`src/rtl/compfifo_readout_arb.sv`:
```
// Round-robin readout of per-fiber comparator FIFOs into a framed 16-bit GbE stream.
// Optional FRAME_CHECKSUM_EN adds an XOR checksum word (state CKS) before the trailer.
module compfifo_readout_arb #(
    parameter int NFIB    = 7,
    parameter int NWORDS  = 9,
    parameter int TIMEOUT = 255
)(
    input  logic                fabric_clk,
    input  logic                reset,
    input  logic                enable,
    input  logic [NFIB-1:0]     fifo_dav,
    input  logic [48*NFIB-1:0]  fifo_dout,
    output logic [NFIB-1:0]     fifo_rd_en,
    input  logic                tx_ready,
    output logic                tx_valid,
    output logic [15:0]         tx_dat,
    output logic                tx_sof,
    output logic                tx_eof,
    output logic                busy,
    output logic [2:0]          grant,
    output logic [15:0]         frame_count
);

    localparam int WW = $clog2(TIMEOUT + 1);

    typedef enum logic [3:0] {
        S_IDLE,
        S_ARB,
        S_HDR0,
        S_HDR1,
        S_RD,
        S_LAT,
        S_W2,
        S_W1,
        S_W0,
`ifdef FRAME_CHECKSUM_EN
        S_CKS,
`endif
        S_TRL
    } state_t;

    state_t        r_state;
    logic [2:0]    r_grant;
    logic [2:0]    r_ptr;
    logic [WW-1:0] r_wait;
    logic [3:0]    r_wcnt;
    logic          r_trunc;
    logic [31:0]   r_lo;
    logic [15:0]   r_fc;
    logic          r_valid;
    logic [15:0]   r_dat;
    logic          r_sof;
    logic          r_eof;
`ifdef FRAME_CHECKSUM_EN
    logic [15:0]   r_cks;
`endif

    logic          w_xfer;
    logic          w_any;
    logic [2:0]    w_pick;
    logic [47:0]   w_dout;

    function automatic logic [2:0] f_pick(
        input logic [NFIB-1:0] dav,
        input logic [2:0]      ptr
    );
        logic [2:0] v_sel;
        logic [2:0] v_ix;
        v_sel = ptr;
        for (int k = NFIB - 1; k >= 0; k--) begin
            v_ix = 3'((int'(ptr) + k) % NFIB);
            if (dav[v_ix]) v_sel = v_ix;
        end
        return v_sel;
    endfunction

    function automatic logic [15:0] f_trl(
        input logic       t,
        input logic [3:0] n
    );
        return {8'hEF, t, 3'b000, n};
    endfunction

    assign w_xfer = r_valid & tx_ready;
    assign w_any  = |fifo_dav;
    assign w_pick = f_pick(fifo_dav, r_ptr);

    always_comb begin
        w_dout = '0;
        for (int i = 0; i < NFIB; i++)
            if (r_grant == 3'(i)) w_dout = fifo_dout[48*i +: 48];
    end

    // Decoded from state so the FIFO word lands exactly in LAT.
    assign fifo_rd_en = (r_state == S_RD && fifo_dav[r_grant])
                      ? (NFIB'(1) << r_grant) : '0;

    always_ff @(posedge fabric_clk or negedge reset) begin
        if (!reset) begin
            r_state <= S_IDLE;
            r_grant <= '0;
            r_ptr   <= '0;
            r_wait  <= '0;
            r_wcnt  <= '0;
            r_trunc <= 1'b0;
            r_lo    <= '0;
            r_fc    <= '0;
            r_valid <= 1'b0;
            r_dat   <= '0;
            r_sof   <= 1'b0;
            r_eof   <= 1'b0;
`ifdef FRAME_CHECKSUM_EN
            r_cks   <= '0;
`endif
        end else begin
            unique case (r_state)
                S_IDLE: begin
                    if (enable && w_any) r_state <= S_ARB;
                end
                S_ARB: begin
                    if (w_any) begin
                        r_grant <= w_pick;
                        r_wcnt  <= '0;
                        r_wait  <= '0;
                        r_trunc <= 1'b0;
`ifdef FRAME_CHECKSUM_EN
                        r_cks   <= '0;
`endif
                        r_valid <= 1'b1;
                        r_sof   <= 1'b1;
                        r_dat   <= 16'hBC00 | {13'd0, w_pick};
                        r_state <= S_HDR0;
                    end else begin
                        r_state <= S_IDLE;
                    end
                end
                S_HDR0: begin
                    if (w_xfer) begin
                        r_sof   <= 1'b0;
                        r_dat   <= r_fc;
                        r_state <= S_HDR1;
                    end
                end
                S_HDR1: begin
                    if (w_xfer) begin
                        r_valid <= 1'b0;
                        r_state <= S_RD;
                    end
                end
                S_RD: begin
                    if (fifo_dav[r_grant]) begin
                        r_state <= S_LAT;
                    end else if (r_wait == WW'(TIMEOUT - 1)) begin
                        r_trunc <= 1'b1;
                        r_valid <= 1'b1;
`ifdef FRAME_CHECKSUM_EN
                        r_dat   <= r_cks;
                        r_state <= S_CKS;
`else
                        r_dat   <= f_trl(1'b1, r_wcnt);
                        r_eof   <= 1'b1;
                        r_state <= S_TRL;
`endif
                    end else begin
                        r_wait <= r_wait + 1'b1;
                    end
                end
                S_LAT: begin
                    r_lo    <= w_dout[31:0];
                    r_wcnt  <= r_wcnt + 4'd1;
                    r_wait  <= '0;
                    r_valid <= 1'b1;
                    r_dat   <= w_dout[47:32];
                    r_state <= S_W2;
                end
                S_W2: begin
                    if (w_xfer) begin
`ifdef FRAME_CHECKSUM_EN
                        r_cks   <= r_cks ^ r_dat;
`endif
                        r_dat   <= r_lo[31:16];
                        r_state <= S_W1;
                    end
                end
                S_W1: begin
                    if (w_xfer) begin
`ifdef FRAME_CHECKSUM_EN
                        r_cks   <= r_cks ^ r_dat;
`endif
                        r_dat   <= r_lo[15:0];
                        r_state <= S_W0;
                    end
                end
                S_W0: begin
                    if (w_xfer) begin
`ifdef FRAME_CHECKSUM_EN
                        r_cks <= r_cks ^ r_dat;
`endif
                        if (r_wcnt < 4'(NWORDS)) begin
                            r_valid <= 1'b0;
                            r_state <= S_RD;
                        end else begin
`ifdef FRAME_CHECKSUM_EN
                            r_dat   <= r_cks ^ r_dat;
                            r_state <= S_CKS;
`else
                            r_dat   <= f_trl(1'b0, r_wcnt);
                            r_eof   <= 1'b1;
                            r_state <= S_TRL;
`endif
                        end
                    end
                end
`ifdef FRAME_CHECKSUM_EN
                S_CKS: begin
                    if (w_xfer) begin
                        r_dat   <= f_trl(r_trunc, r_wcnt);
                        r_eof   <= 1'b1;
                        r_state <= S_TRL;
                    end
                end
`endif
                S_TRL: begin
                    if (w_xfer) begin
                        r_valid <= 1'b0;
                        r_eof   <= 1'b0;
                        r_dat   <= '0;
                        r_fc    <= r_fc + 16'd1;
                        r_ptr   <= (r_grant == 3'(NFIB - 1))
                                 ? 3'd0 : r_grant + 3'd1;
                        r_state <= S_IDLE;
                    end
                end
                default: r_state <= S_IDLE;
            endcase
        end
    end

    assign tx_valid    = r_valid;
    assign tx_dat      = r_dat;
    assign tx_sof      = r_sof;
    assign tx_eof      = r_eof;
    assign busy        = (r_state != S_IDLE);
    assign grant       = r_grant;
    assign frame_count = r_fc;

endmodule

```
`config.mk`:
```
export PLATFORM = sky130hd
export DESIGN_NAME = compfifo_readout_arb
export DESIGN_NICKNAME = d
export VERILOG_FILES = /design/src/rtl/compfifo_readout_arb.sv
export SDC_FILE = /design/constraint.sdc
export NUM_CORES = 1
export LEC_CHECK = 0
export ABC_AREA = 0
export CAP_MARGIN = 20
export CORE_AREA = 4 4 153 155
export CTS_BUF_LIST = sky130_fd_sc_hd__clkbuf_4 sky130_fd_sc_hd__clkbuf_8
export CTS_CLUSTER_DIAMETER = 100
export CTS_CLUSTER_SIZE = 12
export DETAILED_ROUTE_END_ITERATION = 8
export DIE_AREA = 0 0 157 159
export DONT_BUFFER_PORTS = 1
export PLACE_DENSITY_LB_ADDON = 0.08
export SLEW_MARGIN = 0
export SYNTH_ARGS = -nofsm -noshare
export SYNTH_HDL_FRONTEND = slang
export SYNTH_SLANG_ARGS = --single-unit
```
`constraint.sdc`:
```
create_clock -name fabric_clk -period 4.4 [get_ports fabric_clk]
set_input_delay 0.66 -clock fabric_clk [delete_from_list [all_inputs] [get_ports fabric_clk]]
set_output_delay 0.66 -clock fabric_clk [all_outputs]
set_load 0.01 [all_outputs]
```
Word level (Yosys, flattened, before mapping) --
Cells that the tools add are included.
Cells by class: bitwise logic cells 1, shift-type cells 1, order comparisons 9, reduce and logical (&&, ||, !) cells 22, multiply operators 0, divide/modulo/power cells 7, muxes and demuxes 71, equal/unequal tests 31, add/sub/neg operators 10
Operators by type and width (count):
- 2-to-1 mux 48 bit | 7
- modulo 32 x 4 -> 32 bit (second input constant) | 6
- 2-to-1 mux 16 bit | 9
- case mux 16 bit (8 select lines) | 1
- 2-to-1 mux 4 bit | 11
- case mux 4 bit (10 select lines) | 1
- < comparator 3 x 4 -> 1 bit (second input constant) | 8
- modulo 4 x 4 -> 32 bit (second input constant) | 1
- binary-select mux 1 bit (select 3 bit) | 8
- 2-to-1 mux 3 bit | 8
- 2-to-1 mux 8 bit | 3
- != test 2 bit (second input constant) | 12
- case mux 8 bit (3 select lines) | 1
- adder 16 x 1 -> 16 bit (second input constant) | 1
- == test 4 x 3 -> 1 bit (second input constant) | 4
- 2-to-1 mux 1 bit | 16
- adder 3 x 3 -> 4 bit (second input constant) | 3
- AND reduction 10 bit | 1
- == test 3 bit (second input constant) | 3
- adder 3 x 2 -> 4 bit (second input constant) | 2
- adder 8 x 1 -> 8 bit (second input constant) | 1
- == test 4 x 2 -> 1 bit (second input constant) | 2
- == test 4 bit (second input constant) | 2
- == test 8 bit (second input constant) | 1
- 33 further kinds | 40
Word-level totals: memory bits (writable) 0, flip-flop bits (word level) 89, memories kept 0, latch bits 0, ROM bits 0

Longest topological paths before layout --
Gate-level depths: netlist of run 1.
word-level depth 13, depth in mapped cells 18, depth with buffers taken out 15

Worst setup path before layout of run 1 --
OpenSTA, ideal clock, no wires.
kind reg-to-reg, from register r_ptr[0], to register r_dat[0] (netlist: tx_dat[0]), library setup time 0.094 ns, path buffers 4, setup slack 0.472 ns, data required time 4.306 ns, cell stages (with the launch flop) 19, arrival time 3.835 ns, cells stage by stage dfrtp_1 > buf_6 > inv_2 > buf_2 > ha_1 > buf_4 > clkinv_1 > ha_1 > ha_1 > o21ba_2 > o2111ai_1 > buf_4 > a21boi_1 > o32a_1 > o2bb2a_4 > o211ai_1 > a221oi_2 > o21ai_2 > a221oi_2
Between the ends: longest elaborated chain between the ends 13, elaborated cells on any way between the ends 36, those cells by class 6 x add/sub; 7 x div; 23 x mux
Ends and longest elaborated chain:
- start, declared | RTL line 44 | logic [2:0] r_ptr;
- start signal, assigned | RTL line 229 | r_ptr <= (r_grant == 3'(NFIB - 1))
- adder 3 x 3 -> 4 bit | RTL line 71 | v_ix = 3'((int'(ptr) + k) % NFIB);
- modulo 32 x 4 -> 32 bit | RTL line 71
- binary-select mux 1 bit (select 3 bit) | RTL line 72 | if (dav[v_ix]) v_sel = v_ix;
- 2-to-1 mux 1 bit (not written as such) | RTL line 72
- 2-to-1 mux 3 bit (6 in series) | RTL line 72
- 2-to-1 mux 3 bit * | RTL line 72
- 2-to-1 mux 16 bit * | RTL line 121 | if (w_any) begin
- case mux 16 bit (8 select lines) * | RTL line 116 | unique case (r_state)
- end signal, assigned | RTL line 131 | r_dat <= 16'hBC00 | {13'd0, w_pick};
- end signal, assigned | RTL line 140 | r_dat <= r_fc;
- end signal, assigned | RTL line 160 | r_dat <= f_trl(1'b1, r_wcnt);
- end, declared | RTL line 51 | logic [15:0] r_dat;
Every way passes the cells marked *; elsewhere a longest branch is shown, timed or not. The select of a mux whose other input is x is not followed. A chain may end at the register's enable or synchronous reset.

Final worst setup path of run 1 --
from register r_ptr[1], to register r_dat[0] (netlist: tx_dat[0])
Same word-level chain as after synthesis.

==> run metrics, run 1 <==
die width=157 um; Die Height=159 um; # Max-Cap Violations=0; Synth Area per Inst=7.630 sq um; fmax=roughly 250 MHz; setup_tns=0 ns; IO Pins=393; unrepaired setup endpoints after global routing=no; DR pass1 iterations=6; GPL Wtd Cong=0.9904; EDFF count, synth=0; critical path class=reg -> reg; Setup crit end kind=flip-flop; worst-path maximum fanout=9; Slew @ Worst Pin=around 1.1 ns; initial antenna violation count=12; Fillers=roughly 2.3k; final setup violation count=0; status=finished, final reports clean; synthesized area=~9100 sq um; min cycle time layout=roughly 4.1 ns; DRC Markers=0; detailed placer's ending HPWL=about 36000 um; post-route ant nets=0; row count=54; first-pass GRT wire length=63630 um; total leakage power=between 3 and 4 nW; sequential share of the synthesized area=24.41%; vias in the first global route=9358; CTS tree=done; maximum VDD drop=281.1 uV; Seq cells post-synth=89; Core Area=approximately 22000 sq um; fraction of layout cells with a size suffix above 1=9.241%; Routed WL=44520 um; WL/cell=30.94 um; Slew Limit Headroom=28.55%; CP required=4.68 ns; Fin. Hold Viols=0; Critical Path, Cell by Cell=ha_1 > inv_1 > ha_1 > buf_4 > inv_1 > ha_1 > o21ai_2 > a211oi_4 > o21ai_2 > and3b_1 > or4_4 > and3_4 > a311oi_4 > o21ai_2 > a221oi_2; async set-reset flop share out of synthesis=100.0%; fin crit share=92.46%; Vias/cell=a little under 7; Yosys cell types=93; worst hold slack=0.1854 ns; CP arrival=between 4 and 5 ns; Hold WC Path Type=in -> async; PwrDens=about 870 nW/um^2; largest net degree at the start of global routing=between 90 and 100; Syn. warnings=0; area of the multi-input gates=between 6000 and 7000 sq um; Max Root-Sink Buffers=2; Startpoint Class=flip-flop; via count=9760; ys flop type=dfrtp_1; clock root cell=clkbuf_8; CP max-delay cell=dfrtp_1; clock buffer count from CTS=9; gr ovfl total=0; Final Max Slew Viols=0; 1st-iter DRT viols=roughly 1.1k; clock sinks=89; syn nets=approximately 1.6k; Worst Path Buf+Inv=3; Reg clk slew, reported paths=0.10 ns; storage element area=2232 sq um; Port Buffer Count=0; gr usage total=33.96%; Mapped Cells=1196; critical path's largest stage delay=around 0.52 ns; die area=24960 sq um; Final Skew=~0.018 ns; clock network latency to the later pin of the worst-skew pair=between 0.3 and 0.4 ns; delay-heaviest family, CP=compound AO/OA/AOI/OAI gates; H-tree depth=3; final net count=1516; Area Growth Syn to Fin=6.047%; initial core utilization=41.81%
==> sequential cells by signal, summed over array words and instances, names as in the netlist <==
name	cells
r_lo	32
frame_count	16
tx_dat	16
r_wait	8
r_state	4
r_wcnt	4
grant	3
r_ptr	3
tx_eof	1
tx_sof	1
tx_valid	1
==> layer usage <==
layer,GRT usage (%),up-vias,share of wire [%]
li1,-,4395,-
met5,0,-,0.13
met1,47.40,4776,42
met3,6.877,59,9.4
met4,9.467,10,2.5
met2,53.36,520,46
==> what timing repair did <==
action                    CTS  global route
hold endpoints to repair   89             0
hold buffers                1             0
resized for setup           0             0
buffers inserted            0             0
==> cell usage after synthesis (7+ instances only) <==
master	number	area share [%]
nand2_1	187	7.7
o21ai_0	151	8.3
nor2_1	108	4.4
dfrtp_1	89	24
clkbuf_1	72	3.0
mux2i_1	59	6.5
a221oi_1	52	5.0
o311ai_0	48	4.6
a21oi_1	29	1.6
ha_1	27	3.7
o211ai_1	25	2.1
inv_1	24	0.99
a21o_1	21	1.7
nor3_1	19	1.0
xnor2_1	19	1.8
buf_2	18	0.99
nand3_1	18	0.99
a31oi_1	16	1.1
nand4_1	12	0.82
a222oi_1	11	1.2
nand2b_1	11	0.75
and3_1	10	0.69
nor2b_1	10	0.69
a211oi_1	9	0.74
xor2_1	9	0.86
o21ai_1	8	0.44
o22ai_1	8	0.55
buf_4	7	0.58
==> worst reg2reg max path: stages (launching register included) <==
cell	delay [ns]
dfrtp_1	0.52
ha_1	0.37
inv_1	0.08
ha_1	0.31
buf_4	0.18
inv_1	0.06
ha_1	0.41
o21ai_2	0.12
a211oi_4	0.34
o21ai_2	0.10
and3b_1	0.20
or4_4	0.50
and3_4	0.21
a311oi_4	0.23
o21ai_2	0.12
a221oi_2	0.24
==> cells by family after synthesis <==
logic type | synth area share (%)
AOI/OAI and AO/OA | 34.49
xor gates and xnor gates | 3.044
adders and majority gates | 3.702
buffers and inverters | 6.170
DFF | 24.41
muxes | 7.829
and+or+nand+nor | 20.36
==> final timing paths <==
kind / endpoint / slack, ns / startpoint / cells after the start
setup / recovery: tx_dat[0]$_DFFE_PN0P_ / 0.33 / r_ptr[1]$_DFFE_PN0P_ / 15
hold / removal: r_wait[1]$_DFFE_PN0P_ / 0.19 / reset / 1
setup reg to reg: tx_dat[0]$_DFFE_PN0P_ / 0.33 / r_ptr[1]$_DFFE_PN0P_ / 15
hold reg to reg: r_lo[4]$_DFFE_PN0P_ / 0.49 / r_lo[4]$_DFFE_PN0P_ / 2
max in group asynchronous: r_lo[22]$_DFFE_PN0P_ / 3.81 / reset / 1
min in group fabric_clk: r_lo[4]$_DFFE_PN0P_ / 0.49 / r_lo[4]$_DFFE_PN0P_ / 2
==> layout by cell type, fill, tap and decap left out, types with 5 or more instances in the layout <==
cell type | Yosys | routed
a211o_1 | 5 | 5
a211oi_1 | 9 | 9
a21o_1 | 21 | 21
a21oi_1 | 29 | 29
a221oi_1 | 52 | 52
a222oi_1 | 11 | 11
a31oi_1 | 16 | 16
and2_1 | 6 | 6
and3_1 | 10 | 10
buf_4 | 7 | 36
clkbuf_8 | 0 | 10
dfrtp_1 | 89 | 87
diode_2 | 0 | 12
ha_1 | 27 | 26
inv_1 | 24 | 24
mux2i_1 | 59 | 59
nand2_1 | 187 | 186
nand2b_1 | 11 | 11
nand3_1 | 18 | 17
nand4_1 | 12 | 12
nor2_1 | 108 | 106
nor2b_1 | 10 | 9
nor3_1 | 19 | 17
o211ai_1 | 25 | 25
o21ai_0 | 151 | 151
o21ai_1 | 8 | 8
o22ai_1 | 8 | 8
o311ai_0 | 48 | 48
xnor2_1 | 19 | 19
xor2_1 | 9 | 9
==> per-stage QoR <==
stage               setup WS (ns)  power (mW)  instance area (sq um)  std cells  util (%)
floorplan                  0.4717       5.837                   9125       1196         -
global placement           0.4816       7.625                   9385       1410     43.01
detailed placement         0.3488       7.632                   9385       1410     43.01
CTS                        0.3433       8.348                   9647       1427     44.20
global route              0.01390       9.026                   9662       1433     44.27
finish                     0.3315       8.414                   9677       1439     44.34
==> power by group <==
part / total, mW / switching [mW] / internal (mW)
Sequential: 1.54 / 0.442 / 1.10
Combinational: 6.19 / 3.83 / 2.37
Clock: 0.677 / 0.334 / 0.343
Total: 8.41 / 4.60 / 3.81
==> layout make-up <==
type / instances / area share, %
clock buffer: 10 / 1.422
inverter: 29 / 1.125
tap: 280 / 3.620
sequential: 89 / 23.07
antenna: 12 / 0.3103
timing repair buffer: 39 / 3.491
multi-input combinational: 974 / 65.97
clock inverter: 6 / 0.9956
No activity file was read; power rests on OpenSTA's default activity.
==> run 2, diff against run 1 <==
CELL_PAD_IN_SITES_DETAIL_PLACEMENT = 1   (was not set)
CELL_PAD_IN_SITES_GLOBAL_PLACEMENT = 2   (was not set)
CORE_AREA = not set   (was 4 4 153 155)
CORE_MARGIN = 4   (was not set)
CORE_UTILIZATION = 36   (was not set)
DIE_AREA = not set   (was 0 0 157 159)
==> run 2 against run 1 <==
Net effect:
- critical path depth grew 2
- sequential power is essentially flat
- largest cell class unchanged
- critical endpoint is now grant[1]$_DFFE_PN0P_
- power grew 1.2%
- largest power group unchanged
==> run metrics, run 2 (same netlist as run 1, synthesis figures left out) <==
Psw=4.738 mW (+2.9%); die area=27960 sq um (+12%); fraction of layout cells with a size suffix above 1=10.66% (+1.4 points); WL/cell=30.44 um (-1.6%); fin crit share=92.64% (+0.17 points); Fillers=3085 (+34%); initial core utilization=36.45% (-5.4 points); die width=167.2 um (+6.5%); Final Skew=0.01665 ns (-0.0008731 ns); critical path class=reg -> reg; IO Pins=393 (unchanged); Routed WL=45500 um (+2.2%); Worst path depth=17 (+2); combinational power share=74.9% (+1.3 points); final net count=1532 (+1.1%); GPL Wtd Cong=0.9632 (-2.7%); Slew Limit Headroom=32.74% (+4.2 points); total leakage power=3.813 nW (+1.7%); Vias/cell=6.496 (-4.2%); flop-to-flop setup slack=0.32 ns (about the same); worst hold slack=0.1471 ns (-0.03834 ns); DRC Markers=0 (unchanged); CP max-delay cell=a2111oi_1; Critical Path, Cell by Cell=buf_4 > ha_2 > inv_1 > ha_1 > inv_1 > ha_1 > ha_1 > a31oi_1 > o211ai_1 > a21o_1 > a211oi_1 > o32a_1 > nand3_1 > a2111oi_1 > buf_4 > o211a_1 > o21ai_1; DR pass1 iterations=5 (-1); Area Growth Syn to Fin=7.432%; largest reg by FF count=r_lo; most common cell after layout, fill and taps aside=nand2_1; area of the multi-input gates=6392 sq um (+0.14%); post-route ant nets=0 (unchanged); worst-path maximum fanout=14 (+5); row count=58 (+7.4%); clock root cell=clkbuf_8; storage element area=2232 sq um (unchanged); gr usage total=31.28% (-2.7 points); first-pass GRT wire length=67150 um (+5.5%); Final Max Slew Viols=0 (unchanged); Design Power=8.514 mW (+1.2%); H-tree depth=3 (unchanged); sequential group share of total power=18.1% (-0.2 points); delay-heaviest family, CP=compound AO/OA/AOI/OAI gates; gr ovfl total=0 (unchanged); # Max-Cap Violations=0 (unchanged); Max Root-Sink Buffers=2 (unchanged); Pint=3.775 mW (-0.94%); Fin. Hold Viols=0 (unchanged); largest net degree at the start of global routing=90 (-6.3%); Reg clk slew, reported paths=0.12 ns (+0.02 ns); switching share of power=55.65% (+0.95 points); highest-count cells in the layout ignoring fill and taps=nand2_1 (186), o21ai_0 (151), nor2_1 (106); Core Area=25040 sq um (+15%); Worst Path Buf+Inv=4 (+1); most frequent CP cell=ha_1; status=finished, final reports clean; vias in the first global route=9781 (+4.5%); CP arrival=4.35 ns (about the same); Port Buffer Count=0 (unchanged); maximum VDD drop=316.4 uV (+13%); final setup violation count=0 (unchanged); clock buffer count from CTS=9 (unchanged); 1st-iter DRT viols=906 (-17%); Slew @ Worst Pin=0.9963 ns (-0.06209 ns); worst r2r path cells=17 (+2); min cycle time layout=4.076 ns (+0.007690 ns); fmax=245.3 MHz (-0.19%); max reg flops=32 (unchanged); setup_tns=0 ns (unchanged); detailed placer's ending HPWL=36470 um (+2.2%); via count=9711 (-0.50%); clock network latency to the later pin of the worst-skew pair=0.39 ns (+0.02 ns); CP required=4.67 ns (about the same); CTS tree=done; critical path's largest stage delay=0.44 ns (-0.08 ns); initial antenna violation count=3 (-9); clock sinks=89 (unchanged); unrepaired setup endpoints after global routing=no; Setup crit end kind=flip-flop; Die Height=167.2 um (+5.2%); clock share of power=7.0% (-1.0 points); PwrDens=868.5 nW/um^2 (-0.12%); Startpoint Class=flip-flop; Hold WC Path Type=in -> async
run 2: area by class of cell:
cell class | instances | share of cell area [%]
inverters | 29 | 1.110
clock inverters | 7 | 0.7147
repair buffers | 55 | 4.671
flip-flops and latches | 89 | 22.77
clock buffers | 9 | 1.264
multi-input cells | 974 | 65.21
well taps | 330 | 4.212
diodes | 2 | 0.05105
run 2: final timing paths:
path | startpoint | end
setup / recovery | r_ptr[1]$_DFFE_PN0P_ | grant[1]$_DFFE_PN0P_
hold / removal | reset | r_wait[2]$_DFFE_PN0P_
setup reg to reg | r_ptr[1]$_DFFE_PN0P_ | grant[1]$_DFFE_PN0P_
hold reg to reg | r_lo[3]$_DFFE_PN0P_ | r_lo[3]$_DFFE_PN0P_
max in group asynchronous | reset | r_lo[29]$_DFFE_PN0P_
min in group fabric_clk | r_lo[3]$_DFFE_PN0P_ | r_lo[3]$_DFFE_PN0P_
run 2: power by group through the flow:
stage / combinational, mW / clock (mW) / sequential (mW)
after CTS: 6.34 / 0.615 / 1.55
final: 6.37 / 0.596 / 1.54
after detailed placement: 6.30 / 0 / 1.56
after global routing: 7.00 / 0.648 / 1.57
after global placement: 6.23 / 0 / 1.56
after floorplan: 4.53 / 0 / 1.31
run 2: metal layers:
layer | vias up | global-route usage (%) | wire [um]
met5 | - | 0 | 11
met4 | 2 | 6.845 | 922
met3 | 36 | 5.217 | 2796
met2 | 344 | 53.79 | 22370
met1 | 4901 | 41.52 | 19400
li1 | 4428 | - | -
run 2: what timing repair did:
item                       in CTS  in global routing
resized for setup               0                  2
buffers inserted                0                  0
hold endpoints to repair       89                  0
hold buffers                    1                  0
setup endpoints to repair       0                  2
run 2: per-stage QoR:
step | cells | util [%] | setup slack (ns) | cell area (sq um)
5_1_grt | 1495 | 39.16 | 0.05875 | 9803
4_1_cts | 1493 | 39.12 | 0.2707 | 9794
3_3_place_gp | 1476 | 38.24 | 0.4497 | 9573
2_1_floorplan | 1196 | - | 0.4717 | 9125
3_5_place_dp | 1476 | 38.24 | 0.2924 | 9573
6_report | 1495 | 39.16 | 0.3239 | 9803
==> run 3, diff against run 2 <==
==> constraint.sdc (replaced) <==
create_clock -name fabric_clk -period 4.4 [get_ports fabric_clk]
set_input_delay 0.44 -clock fabric_clk [delete_from_list [all_inputs] [get_ports fabric_clk]]
set_output_delay 0.44 -clock fabric_clk [all_outputs]
set_load 0.01 [all_outputs]
==> run 3 against run 2 <==
Net effect:
- final area fell by 0.15%
- first-iteration DRC count up 8.6%
- sequential cell count unchanged
- die area unchanged
- cell count about the same
- critical path depth is 5 lower
- utilization is 0.060 points lower
- via count about the same
- largest cell class unchanged
==> run metrics, run 3 (same netlist as run 1, synthesis figures left out) <==
largest reg by FF count=r_lo; Vias/cell=6.505 (+0.14%); Final Max Slew Viols=0 (unchanged); CP arrival=4.37 ns (+0.02 ns); largest net degree at the start of global routing=90 (unchanged); 1st-iter DRT viols=984 (+8.6%); FF-to-FF Start=r_ptr[2]$_DFFE_PN0P_; post-CTS resize count=0 (unchanged); Fillers=3106 (+0.68%); clock buffer count from CTS=9 (unchanged); maximum VDD drop=404.2 uV (+28%); clock sinks=89 (unchanged); post-route ant nets=0 (unchanged); PwrDens=876.3 nW/um^2 (+0.90%); max reg flops=32 (unchanged); WL/cell=30.59 um (+0.49%); CTS tree=done; unrepaired setup endpoints after global routing=no; clock network latency to the later pin of the worst-skew pair=0.40 ns (about the same); worst-path maximum fanout=10 (-4); gr ovfl total=0 (unchanged); min cycle time layout=4.068 ns (-0.007963 ns); Fin. Hold Viols=0 (unchanged); Reg clk slew, reported paths=0.11 ns (about the same); detailed placer's ending HPWL=36440 um (about the same); Port Buffer Count=0 (unchanged); first-pass GRT wire length=67630 um (+0.72%); post-CTS setup repair buffer count=0 (unchanged); fin crit share=92.46% (-0.18 points); initial core utilization=36.45% (unchanged); final setup violation count=0 (unchanged); Placed Area=9538 sq um (-0.37%); H-tree depth=3 (unchanged); Hold Path Depth=2; # Max-Cap Violations=0 (unchanged); DR pass1 iterations=7 (+2); row count=58 (unchanged); setup_tns=0 ns (unchanged); IO Pins=393 (unchanged); final instance area=9788 sq um (-0.15%); final net count=1530 (-0.13%); Final Skew=0.01897 ns (+0.002325 ns); Hold WC Path Type=in -> reg; initial antenna violation count=4 (+1); Startpoint Class=flip-flop; R2R Path End=tx_dat[0]$_DFFE_PN0P_; Core Area=25040 sq um (unchanged); flop-to-flop setup slack=0.33 ns (about the same); Die Height=167.2 um (unchanged); Slew @ Worst Pin=1.144 ns (+0.1477 ns); die area=27960 sq um (unchanged); gr usage total=31.45% (+0.16 points); clock root cell=clkbuf_8; Slew Limit Headroom=22.77% (-10 points); worst hold slack=0.2765 ns (+0.1294 ns); fmax=245.8 MHz (+0.20%); status=finished, final reports clean; DRC Markers=0 (unchanged); via count=9718 (+0.072%); Area Growth Syn to Fin=7.267%; Worst Hold End=r_lo[0]$_DFFE_PN0P_; vias in the first global route=10.06k (+2.8%); Max Root-Sink Buffers=2 (unchanged); worst r2r path cells=12 (-5); Setup crit end kind=flip-flop; die width=167.2 um (unchanged); critical path class=reg -> reg; Routed WL=45700 um (+0.43%); hold_buf cts=2 (+1); total leakage power=3.804 nW (-0.24%); Design Power=8.577 mW (+0.75%); highest-count cells in the layout ignoring fill and taps=nand2_1 (186), o21ai_0 (151), nor2_1 (106); CP required=4.70 ns (+0.03 ns); fraction of layout cells with a size suffix above 1=10.34% (-0.33 points); GPL Wtd Cong=0.8948 (-7.1%); hold path startpoint=fifo_dout[288]; most common cell after layout, fill and taps aside=nand2_1
[run 3: cell count changes in the layout (fill, tap and decap cells not counted), sizes merged]
cell         change
clkinv           -2
buf              -3
clkbuf           +1
bufinv           +1
dlygate4sd3      +1
inv              -1
diode            +1
clkinvlp         +1
[run 3: power breakdown]
group | internal, mW | total [mW] | switching [mW]
Clock | 0.278 | 0.638 | 0.361
Combinational | 2.44 | 6.39 | 3.95
Sequential | 1.10 | 1.55 | 0.451
[run 3: worst max-delay path by stage]
stage,from,endpoint,depth (start not counted)
after floorplan,r_ptr[0]$_DFFE_PN0P_,tx_dat[0]$_DFFE_PN0P_,18
after global placement,r_ptr[2]$_DFFE_PN0P_,tx_dat[0]$_DFFE_PN0P_,12
after detailed placement,r_ptr[2]$_DFFE_PN0P_,tx_dat[0]$_DFFE_PN0P_,12
after CTS,r_ptr[2]$_DFFE_PN0P_,tx_dat[0]$_DFFE_PN0P_,12
after global routing,r_ptr[0]$_DFFE_PN0P_,tx_dat[1]$_DFFE_PN0P_,16
final,r_ptr[2]$_DFFE_PN0P_,tx_dat[0]$_DFFE_PN0P_,12
[run 3: through the flow]
stage	setup WS [ns]	utilization, %	cells
after floorplan	0.4717	-	1196
after global placement	0.5235	38.10	1473
after detailed placement	0.3900	38.10	1473
after CTS	0.3526	39.07	1491
after global routing	0.06812	39.10	1494
final	0.3318	39.10	1494
[run 3: layer usage]
| metal | wire length [um] | vias to the layer above | share of wire (%) | GRT usage [%] |
|---|---|---|---|---|
| li1 | - | 4415 | - | - |
| met1 | 19740 | 4935 | 43 | 41.75 |
| met2 | 22680 | 329 | 50 | 54.60 |
| met3 | 2528 | 37 | 5.5 | 5.288 |
| met4 | 732 | 2 | 1.6 | 5.716 |
| met5 | 13 | - | 0.028 | 0 |
[run 3: area by class of cell]
class | count | area [sq um] | area share [%]
antenna | 3 | 7.507 | 0.07670
clock buffer | 10 | 131.4 | 1.342
clock inverter | 6 | 73.82 | 0.7542
inverter | 29 | 108.9 | 1.112
multi-input combinational | 974 | 6389 | 65.27
sequential | 89 | 2232 | 22.80
tap | 330 | 412.9 | 4.218
timing repair buffer | 53 | 432.9 | 4.423
[run 3: critical path, stage by stage (launching register included)]
cell,delay [ns]
dfrtp_1,0.57
ha_1,0.62
ha_1,0.23
ha_1,0.38
nand4b_4,0.18
a211oi_4,0.38
o21ai_2,0.11
and3b_1,0.21
or4_4,0.50
and3_4,0.21
a311oi_4,0.24
o21ai_2,0.12
a221oi_2,0.23
